File: src/rtl/kb_ascii_irq_pkg.sv
// Shared constants, prefix-state type and scan-code decode
// for the PS/2 set-2 to ASCII interrupt bridge.
package kb_pkg;

    localparam logic [7:0] SC_BREAK  = 8'hF0;
    localparam logic [7:0] SC_EXT    = 8'hE0;

    localparam logic [7:0] ASC_CR    = 8'h0D;
    localparam logic [7:0] ASC_ESC   = 8'h1B;
    localparam logic [7:0] ASC_SPACE = 8'h20;
    localparam logic [7:0] ASC_UP    = 8'h11;
    localparam logic [7:0] ASC_DOWN  = 8'h12;
    localparam logic [7:0] ASC_LEFT  = 8'h13;
    localparam logic [7:0] ASC_RIGHT = 8'h14;

    typedef enum logic [1:0] {
        IDLE    = 2'd0,
        EXT     = 2'd1,
        BRK     = 2'd2,
        EXT_BRK = 2'd3
    } kb_state_e;

    typedef struct packed {
        logic       valid;
        logic [7:0] ascii;
    } kb_dec_t;

    // Map one scan byte to ASCII; ext selects the E0-prefixed table.
    function automatic kb_dec_t kb_decode(input logic [7:0] sc,
                                          input logic       ext);
        kb_dec_t d;
        d.valid = 1'b1;
        d.ascii = 8'h00;
        if (ext) begin
            case (sc)
                8'h75:   d.ascii = ASC_UP;
                8'h72:   d.ascii = ASC_DOWN;
                8'h6B:   d.ascii = ASC_LEFT;
                8'h74:   d.ascii = ASC_RIGHT;
                8'h5A:   d.ascii = ASC_CR;
                default: d.valid = 1'b0;
            endcase
        end else begin
            case (sc)
                8'h45: d.ascii = 8'h30;
                8'h16: d.ascii = 8'h31;
                8'h1E: d.ascii = 8'h32;
                8'h26: d.ascii = 8'h33;
                8'h25: d.ascii = 8'h34;
                8'h2E: d.ascii = 8'h35;
                8'h36: d.ascii = 8'h36;
                8'h3D: d.ascii = 8'h37;
                8'h3E: d.ascii = 8'h38;
                8'h46: d.ascii = 8'h39;
                8'h1C: d.ascii = 8'h41;
                8'h32: d.ascii = 8'h42;
                8'h21: d.ascii = 8'h43;
                8'h23: d.ascii = 8'h44;
                8'h24: d.ascii = 8'h45;
                8'h2B: d.ascii = 8'h46;
                8'h34: d.ascii = 8'h47;
                8'h33: d.ascii = 8'h48;
                8'h43: d.ascii = 8'h49;
                8'h3B: d.ascii = 8'h4A;
                8'h42: d.ascii = 8'h4B;
                8'h4B: d.ascii = 8'h4C;
                8'h3A: d.ascii = 8'h4D;
                8'h31: d.ascii = 8'h4E;
                8'h44: d.ascii = 8'h4F;
                8'h4D: d.ascii = 8'h50;
                8'h15: d.ascii = 8'h51;
                8'h2D: d.ascii = 8'h52;
                8'h1B: d.ascii = 8'h53;
                8'h2C: d.ascii = 8'h54;
                8'h3C: d.ascii = 8'h55;
                8'h2A: d.ascii = 8'h56;
                8'h1D: d.ascii = 8'h57;
                8'h22: d.ascii = 8'h58;
                8'h35: d.ascii = 8'h59;
                8'h1A: d.ascii = 8'h5A;
                8'h5A: d.ascii = ASC_CR;
                8'h76: d.ascii = ASC_ESC;
                8'h29: d.ascii = ASC_SPACE;
                default: d.valid = 1'b0;
            endcase
        end
        return d;
    endfunction

endpackage

File: src/rtl/kb_ascii_irq_if.sv
// Scan-byte input and PicoBlaze-facing byte stream
// bundled as one interface.
interface kb_ascii_irq_if;

    logic [7:0] scan_code;
    logic       scan_done_tick;
    logic       DoRead;
    logic [7:0] ascii_code;
    logic       interrupt;
    logic       overflow;

    modport master (
        output scan_code,
        output scan_done_tick,
        output DoRead,
        input  ascii_code,
        input  interrupt,
        input  overflow
    );

    modport slave (
        input  scan_code,
        input  scan_done_tick,
        input  DoRead,
        output ascii_code,
        output interrupt,
        output overflow
    );

endinterface

File: src/rtl/kb_ascii_irq_fifo.sv
// Small synchronous FIFO with registered head and
// non-empty flag, plus a sticky drop flag.
module kb_code_fifo #(
    parameter int DEPTH = 4,
    parameter int AW    = $clog2(DEPTH)
) (
    input  logic       clk,
    input  logic       reset,
    input  logic       push,
    input  logic       pop,
    input  logic [7:0] din,
    output logic [7:0] head,
    output logic       valid,
    output logic       overflow
);

    localparam logic [AW-1:0] PTR_ONE  = 1;
    localparam logic [AW:0]   CNT_ONE  = 1;
    localparam logic [AW:0]   CNT_FULL = DEPTH[AW:0];

    logic [7:0]    mem [DEPTH];
    logic [AW-1:0] wr_ptr;
    logic [AW-1:0] rd_ptr;
    logic [AW-1:0] rd_next;
    logic [AW:0]   cnt_q;
    logic [AW:0]   cnt_n;
    logic [7:0]    head_n;
    logic          empty;
    logic          full;
    logic          do_pop;
    logic          do_push;
    logic          drop;

    assign empty   = (cnt_q == '0);
    assign full    = (cnt_q == CNT_FULL);
    assign do_pop  = pop && !empty;
    assign do_push = push && (!full || do_pop);
    assign drop    = push && !do_push;
    assign rd_next = rd_ptr + PTR_ONE;

    // Next occupancy and the value the head register must hold next.
    always_comb begin
        cnt_n  = cnt_q;
        head_n = head;
        if (do_push && !do_pop) begin
            cnt_n = cnt_q + CNT_ONE;
        end else if (do_pop && !do_push) begin
            cnt_n = cnt_q - CNT_ONE;
        end
        if (cnt_n == '0) begin
            head_n = 8'h00;
        end else if (do_pop) begin
            head_n = (cnt_q > CNT_ONE) ? mem[rd_next] : din;
        end else if (empty) begin
            head_n = din;
        end
    end

    // Pointers, count, registered head/valid and sticky overflow.
    always_ff @(posedge clk or posedge reset) begin
        if (reset) begin
            wr_ptr   <= '0;
            rd_ptr   <= '0;
            cnt_q    <= '0;
            head     <= 8'h00;
            valid    <= 1'b0;
            overflow <= 1'b0;
        end else begin
            if (do_push) wr_ptr <= wr_ptr + PTR_ONE;
            if (do_pop)  rd_ptr <= rd_next;
            cnt_q <= cnt_n;
            head  <= head_n;
            valid <= (cnt_n != '0);
            if (drop) overflow <= 1'b1;
        end
    end

    // Storage array; contents need no reset.
    always_ff @(posedge clk) begin
        if (do_push) mem[wr_ptr] <= din;
    end

endmodule

File: src/rtl/kb_ascii_irq.sv
// Set-2 prefix tracking and decode in front of a code FIFO
// that feeds the PicoBlaze interrupt/in_port path.
module kb_ascii_irq
    import kb_pkg::*;
#(
    parameter int DEPTH = 4
) (
    input logic           clk,
    input logic           reset,
    kb_ascii_irq_if.slave bus
);

    kb_state_e state;
    kb_state_e state_n;
    kb_dec_t   dec;
    logic      push;

    // Prefix state machine and push decision for the current byte.
    always_comb begin
        state_n = state;
        push    = 1'b0;
        dec     = kb_decode(bus.scan_code, state == EXT);
        if (bus.scan_done_tick) begin
            case (state)
                IDLE: begin
                    if (bus.scan_code == SC_BREAK) begin
                        state_n = BRK;
                    end else if (bus.scan_code == SC_EXT) begin
                        state_n = EXT;
                    end else begin
                        push = dec.valid;
                    end
                end
                EXT: begin
                    if (bus.scan_code == SC_BREAK) begin
                        state_n = EXT_BRK;
                    end else if (bus.scan_code != SC_EXT) begin
                        push    = dec.valid;
                        state_n = IDLE;
                    end
                end
                default: state_n = IDLE;
            endcase
        end
    end

    // Prefix state register.
    always_ff @(posedge clk or posedge reset) begin
        if (reset) state <= IDLE;
        else       state <= state_n;
    end

    kb_code_fifo #(
        .DEPTH (DEPTH)
    ) u_fifo (
        .clk      (clk),
        .reset    (reset),
        .push     (push),
        .pop      (bus.DoRead),
        .din      (dec.ascii),
        .head     (bus.ascii_code),
        .valid    (bus.interrupt),
        .overflow (bus.overflow)
    );

endmodule

File: src/flat_wrapper.sv
// flat-port wrapper written by rule: the top's interface ports become plain ports
module kb_ascii_irq_flat import kb_pkg::*;
#(
    parameter int DEPTH = 4
)
  (clk, reset, bus_scan_code, bus_scan_done_tick, bus_DoRead, bus_ascii_code, bus_interrupt, bus_overflow);
  kb_ascii_irq_if bus_i ();
  input logic clk;
  input logic reset;
  input wire logic [$bits(bus_i.scan_code)-1:0] bus_scan_code;
  input wire logic [$bits(bus_i.scan_done_tick)-1:0] bus_scan_done_tick;
  input wire logic [$bits(bus_i.DoRead)-1:0] bus_DoRead;
  output wire logic [$bits(bus_i.ascii_code)-1:0] bus_ascii_code;
  output wire logic [$bits(bus_i.interrupt)-1:0] bus_interrupt;
  output wire logic [$bits(bus_i.overflow)-1:0] bus_overflow;
  assign bus_i.scan_code = bus_scan_code;
  assign bus_i.scan_done_tick = bus_scan_done_tick;
  assign bus_i.DoRead = bus_DoRead;
  assign bus_ascii_code = bus_i.ascii_code;
  assign bus_interrupt = bus_i.interrupt;
  assign bus_overflow = bus_i.overflow;
  kb_ascii_irq #(.DEPTH(DEPTH)) u_core (.clk(clk), .reset(reset), .bus(bus_i));
endmodule
File: config.mk
export PLATFORM = sky130hd
export DESIGN_NAME = kb_ascii_irq_flat
export DESIGN_NICKNAME = d
export VERILOG_FILES = /design/src/rtl/kb_ascii_irq_pkg.sv /design/src/rtl/kb_ascii_irq_if.sv /design/src/rtl/kb_ascii_irq_fifo.sv /design/src/rtl/kb_ascii_irq.sv /design/src/flat_wrapper.sv
export SDC_FILE = /design/constraint.sdc
export NUM_CORES = 1
export LEC_CHECK = 0
export CORE_AREA = 2 2 75 77
export DETAILED_ROUTE_END_ITERATION = 8
export DIE_AREA = 0 0 77 79
export GPL_TIMING_DRIVEN = 0
export PLACE_DENSITY = 0.85
export SYNTH_ARGS = -nofsm -noshare
export SYNTH_HDL_FRONTEND = slang
export SYNTH_SLANG_ARGS = --single-unit
File: constraint.sdc
create_clock -name clk -period 6.02 [get_ports clk]
set_input_delay 0.602 -clock clk [delete_from_list [all_inputs] [get_ports clk]]
set_output_delay 0.602 -clock clk [all_outputs]
set_load 0.01 [all_outputs]
Yosys cells after proc, flatten, opt, wreduce, memory -nomap -nowiden. Memories as Yosys holds them, arrays and structs flattened. Index checks and enable logic that the tools add are counted.

Word-level logic and storage cells: 105. Register bits: 19. Output and inout bits: 10. Bits in writable memories: 32. Input bits: 12. Memories kept: 1.

Reduce and logical (&&, ||, !) cells: 18. Add/sub/neg operators: 4. Order comparisons: 1. Muxes and demuxes: 24. Equal/unequal tests: 50.

Memories: u_core.u_fifo.mem (words 4, bits a word 8, rd ports 1, clocked after memory_dff 0, write ports 1, RTL line kb_ascii_irq_fifo.sv:21) `logic [7:0] mem [DEPTH];`.

Operator list (count): one-hot mux 7 bit (39 select lines) (1); == test 8 x 6 -> 1 bit, second input constant (23); == test 8 x 7 -> 1 bit, second input constant (13); == test 8 x 5 -> 1 bit, second input constant (7); OR reduction 39 bit (1); 2-to-1 mux 8 bit (4); one-hot mux 5 bit (5 select lines) (1); == test 8 bit, second input constant (2); 2-to-1 mux 1 bit (9); 2-to-1 mux 9 bit (1); 2-to-1 mux 2 bit (4); != test 8 bit, second input constant (1); zero test 3 bit (2); 2-to-1 mux 3 bit (2); nonzero test 3 bit (2); logical AND 1 bit (5); OR reduction 5 bit (1); adder 2 x 1 -> 2 bit, second input constant (2); zero test 1 bit (4); one-hot mux 2 bit (2 select lines) (1); adder 3 x 1 -> 3 bit, second input constant (1); == test 3 bit, second input constant (1); > comparator 3 x 1 -> 1 bit, second input constant (1); != test 3 x 1 -> 1 bit, second input constant (1); 7 further kinds (7).

Longest topological paths before layout.
Depth after elaboration: 15. Depth in mapped cells: 11. Mapped depth without buffers: 8.

By module. Synthesis repeated with hierarchy kept, for this count alone.

Cells, all modules: 313. Area, all modules: 3291.9 µm².

By module, submodules not included: kb_code_fifo (times used 1, seq. area each 1386.3 µm², area an instance 2189.6 µm², cells each 153); kb_ascii_irq (times used 1, seq. area each 50.0 µm², area an instance 1102.3 µm², cells each 160).

Worst setup path after synthesis. OpenSTA, ideal clock, no wires.

Path kind: input-to-reg. From: input port bus_scan_code[3]. To: register u_core.u_fifo.head[0]. Data arrival time: 2.992 ns. Slack: 2.882 ns. Path buffers: 1. Data required time: 5.874 ns. Stages on the path: 9. Library setup time: 0.146 ns. Path through: buf_2 > or4bb_1 > o22a_1 > and4b_1 > and4b_4 > a31oi_4 > mux2_2 > a211oi_4 > a211oi_2.

Cells in the longest elaborated chain, start to end: 15. Elaborated cells on any way between the ends: 71. Those cells by class: 46 x eq/ne; 17 x mux; 8 x reduce/logical.

Ends and longest elaborated chain: start, declared (RTL line flat_wrapper.sv:10) `input wire logic [$bits(bus_i.scan_code)-1:0] bus_scan_code;`; == test 8 x 7 -> 1 bit, or another cell as far along (RTL line kb_ascii_irq_pkg.sv:44) `case (sc)`; OR reduction 39 bit (no line) / OR reduction 5 bit (equally long branches); 2-to-1 mux 1 bit, on equally long branches (RTL line kb_ascii_irq_pkg.sv:44, kb_ascii_irq_pkg.sv:35); 2-to-1 mux 9 bit (RTL line kb_ascii_irq_pkg.sv:34) `if (ext) begin`; 2-to-1 mux 1 bit, on equally long branches (RTL line kb_ascii_irq.sv:37, kb_ascii_irq.sv:28); 2-to-1 mux 1 bit, on equally long branches (RTL line kb_ascii_irq.sv:35, kb_ascii_irq.sv:26); one-hot mux 1 bit (2 select lines) (RTL line kb_ascii_irq.sv:24) `case (state)`; 2-to-1 mux 1 bit (RTL line kb_ascii_irq.sv:23) `if (bus.scan_done_tick) begin`; logical AND 1 bit (RTL line kb_ascii_irq_fifo.sv:37) `assign do_push = push && (!full || do_pop);`; zero test 1 bit (RTL line kb_ascii_irq_fifo.sv:47) `end else if (do_pop && !do_push) begin`; logical AND 1 bit (RTL line kb_ascii_irq_fifo.sv:47); 2-to-1 mux 3 bit (RTL line kb_ascii_irq_fifo.sv:47); 2-to-1 mux 3 bit (RTL line kb_ascii_irq_fifo.sv:45) `if (do_push && !do_pop) begin`; zero test 3 bit (RTL line kb_ascii_irq_fifo.sv:50) `if (cnt_n == '0) begin`; nonzero test 3 bit (no line) / 2-to-1 mux 8 bit (equally long branches); end signal, assigned (RTL line kb_ascii_irq_fifo.sv:72) `head <= head_n;`; end, declared (RTL line kb_ascii_irq_fifo.sv:12) `output logic [7:0] head,`.

Parallel ways exist; a longest one is shown, timed or not. The select of a mux whose other input is x is not followed. A chain may end at the register's enable or synchronous reset.

Worst setup path after layout.
From: input port bus_scan_code[6]. To: memory u_core.u_fifo.mem[1][6] (enable).

Cells in the longest elaborated chain, start to end: 11. Elaborated cells on any way between the ends: 60. Those cells by class: 46 x eq/ne; 11 x mux; 3 x reduce/logical.

Ends and longest elaborated chain: == test 8 x 7 -> 1 bit, or another cell as far along (RTL line kb_ascii_irq_pkg.sv:44); OR reduction 39 bit (no line) / OR reduction 5 bit (equally long branches); 2-to-1 mux 1 bit, on equally long branches (RTL line kb_ascii_irq_pkg.sv:44, kb_ascii_irq_pkg.sv:35); 2-to-1 mux 9 bit (RTL line kb_ascii_irq_pkg.sv:34); 2-to-1 mux 1 bit, on equally long branches (RTL line kb_ascii_irq.sv:37, kb_ascii_irq.sv:28); 2-to-1 mux 1 bit, on equally long branches (RTL line kb_ascii_irq.sv:35, kb_ascii_irq.sv:26); one-hot mux 1 bit (2 select lines) (*) (RTL line kb_ascii_irq.sv:24); 2-to-1 mux 1 bit (*) (RTL line kb_ascii_irq.sv:23); logical AND 1 bit (*) (RTL line kb_ascii_irq_fifo.sv:37); 2-to-1 mux 1 bit (*) (RTL line kb_ascii_irq_fifo.sv:80) `if (do_push) mem[wr_ptr] <= din;`; 2-to-1 mux 1 bit (implied by the code) (*) (RTL line kb_ascii_irq_fifo.sv:80); end, declared (RTL line kb_ascii_irq_fifo.sv:21).

Mark *: on every way between the ends. The rest lies on a longest branch, timed or not.

==> qor.yml <==
status: "finished clean"
synthToLayoutAreaGrowth_pct: 12.0
wirelength_um: 8040
grt_pass1_wl_um: 13000
yosysSeqAreaShare_pct: 39.9
via_per_inst: 6.56
synth-seq-cells: 46
clock_skew_ns: 0.0111
async_flop_share_pct: 39.1
first_iter_violations: 161
dp.cells: 412
std_cell_rows: 27
tritoncts: "yes"
die_h_um: 79
numPortBuffers: 20
synth_top_area_share_pct: 26.0
synthSimpleGateAreaFrac_pct: 22.4
ys_dominant_reg_cell: "edfxtp_1"
synth-xor-area-share_pct: 2.16
hold_buffers: 0
vdd_ir_drop_max_mv: 0.214
max_freq_mhz: 242
io-pin-count: 22
drc: 0
gr-total-overflow: 0
setup_ws_ns: 1.89
clockRootBuffer: "clkbuf_8"
maxSlewHeadroom_pct: 6.14
crit_type: "in2reg"
netlist_top_cells_area: "edfxtp_1, dfrtp_1, mux4_2"
fin_crit_ns: 4.13
critPathLaunchType: "input port"
hold_ws_ns: 0.474
cts.htree.levels: 2
yosysTopAreaCell: "edfxtp_1"
leakage_nw: 1.36
synth-compound-area-share_pct: 19.9
syn_inst: 320
tns_ns: 0
clock_sinks: 46
end_kind: "register"
synth.mux.area_fraction_pct: 7.38
drt_pass1_iterations: 4
dp_hpwl_um: 6030
finalSetupViolations: 0
cts_inserted_buffers: 5
pwr-share-comb_pct: 44.5
synthTopCellsByCount: "edfxtp_1, nor2_1, nand2_1"
synthesis.area_um2: 3240
routedWlPerCell_um: 19.1
grt_max_degree: 19
synth_nets: 340
synth_edf_count: 28
place_congestion: 0.972
p_clk_share_pct: 17.5
rsz0062_at_grt: "false"
diodes: 0
drv_cap: 0
switching_share_pct: 37.2
avgSynthCellArea_um2: 10.1
instances_no_fill: 420
dieArea_um2: 6080
power.share.sequential_pct: 38.1
yosys.area_share.adder_pct: 3.09
hold_class: "reg2reg"
rr_startpoint: "u_core.state[1]"
crit_fanout: 10
core_um2: 5340
final_nets: 367
ys_warn_count: 0
min_period_over_period_pct: 68.7
drtAntennaViolNets: 0
clk_latency_ns: 0.31
switchingPower_w: 0.000431
grt_util_all_layers_pct: 27.3
power.internal_w: 0.000729
yosysUniqueCellTypes: 69
tightest_slew_ns: 1.39
holdPathStages: 1
start_util_pct: 60.7
grt_pass1_vias: 2553
synth.most_common_cell: "edfxtp_1"
clk_pin_slew_ns: 0.09
power_density_nw_per_um2: 320
vias: 2754
critical_path_required_ns: 5.99
layout-drive-gt1-share_pct: 13.5
synth_top_family_by_area: "simple AND/OR/NAND/NOR gates"
hold_viol: 0
clockBufferDepth: 2
die_width_um: 77
cts_setup_buffers: 0
dpl_worst_slack_ns: 1.72
r2r_cells: 7
ctsResizeCount: 0
critPathLaunch: "bus_scan_code[6]"
slew_violations: 0
antenna_found_initial: 0
cp.arrival_ns: 4.11
hold_path.startpoint: "u_core.u_fifo.overflow"
==> layout by cell type, fill, tap and decap left out, types with 4 or more instances in the layout <==
cell	instances
or4b_1	5
nor2_1	25
nand4b_1	4
clkbuf_8	5
a31oi_1	5
a21oi_1	17
xnor2_1	7
and2_1	8
o21ai_0	15
nor3_1	5
nor2b_1	10
buf_2	11
edfxtp_1	28
a32oi_1	4
mux4_2	7
nand3_1	9
a211oi_2	6
clkbuf_1	6
nand2_1	23
dfrtp_1	18
ha_1	8
nor4b_1	4
a211oi_1	4
inv_1	12
clkdlybuf4s50_1	20
mux2i_1	7
==> registers in the layout, indices dropped and copies added (netlist names) <==
| name | count |
|---|---|
| u_core.u_fifo.mem | 28 |
| u_core.u_fifo.head | 7 |
| u_core.u_fifo.cnt_q | 3 |
| u_core.state | 2 |
| u_core.u_fifo.rd_ptr | 2 |
| u_core.u_fifo.wr_ptr | 2 |
| u_core.u_fifo.overflow | 1 |
| u_core.u_fifo.valid | 1 |
==> final cells by class <==
type                    instances  area [um^2]
clock inverters                 3         28.8
clock buffers                   5         68.8
flip-flops and latches         46         1290
inverters                      13         48.8
fillers                       413         1710
well taps                      72         90.1
multi-input cells             237         1780
plain buffers                  24          116
repair buffers                 20          200
==> through the flow <==
step	util (%)	instance area, um^2	power (W)
after global placement	66.1	3530	0.000936
after global routing	68.0	3630	0.00123
after floorplan	-	3240	0.000808
after CTS	68.0	3630	0.00116
final	68.0	3630	0.00116
after detailed placement	66.1	3530	0.000962
==> power groups by stage <==
| stage | registers [W] | clock network (W) | logic (W) |
|---|---|---|---|
| 4_1_cts | 0.000441 | 0.000203 | 0.000518 |
| 3_3_place_gp | 0.000442 | 0 | 0.000494 |
| 3_5_place_dp | 0.000448 | 0 | 0.000514 |
| 6_report | 0.000441 | 0.000203 | 0.000515 |
| 5_1_grt | 0.000450 | 0.000216 | 0.000561 |
| 2_1_floorplan | 0.000451 | 0 | 0.000357 |
==> critical path: stages <==
cell and delay (ns):
clkdlybuf4s50_1 0.59, buf_2 0.24, nor4b_1 0.68, nand3_1 0.14, a31oi_1 0.35, nor3_1 0.22
a31oi_4 0.33, nor2b_1 0.50, and2_1 0.45
==> layer usage <==
layer,up-vias,global-route usage [%],share of wire [%]
met5,-,0,0
met4,0,6.61,1.7
met3,17,5.45,6.0
met2,102,46.2,49
met1,1364,36.4,43
li1,1271,-,-
==> cells by family after synthesis <==
| logic type | Yosys count |
|---|---|
| muxes | 15 |
| buffers and inverters | 37 |
| and+or+nand+nor | 120 |
| adders and majority gates | 8 |
| DFF | 46 |
| xor gates and xnor gates | 8 |
| other | 1 |
| AOI/OAI and AO/OA | 85 |
==> worst paths after layout <==
path / to / slack [ns]
worst min register to register: u_core.u_fifo.overflow / 0.47
min in group asynchronous: u_core.u_fifo.wr_ptr[0] / 0.72
max in group asynchronous: u_core.u_fifo.rd_ptr[1] / 4.81
worst min-delay path: u_core.u_fifo.overflow / 0.47
worst max-delay path: u_core.u_fifo.mem[1][6] / 1.89
worst max register to register: u_core.u_fifo.mem[1][6] / 3.24
No activity file was read; power rests on OpenSTA's default activity.
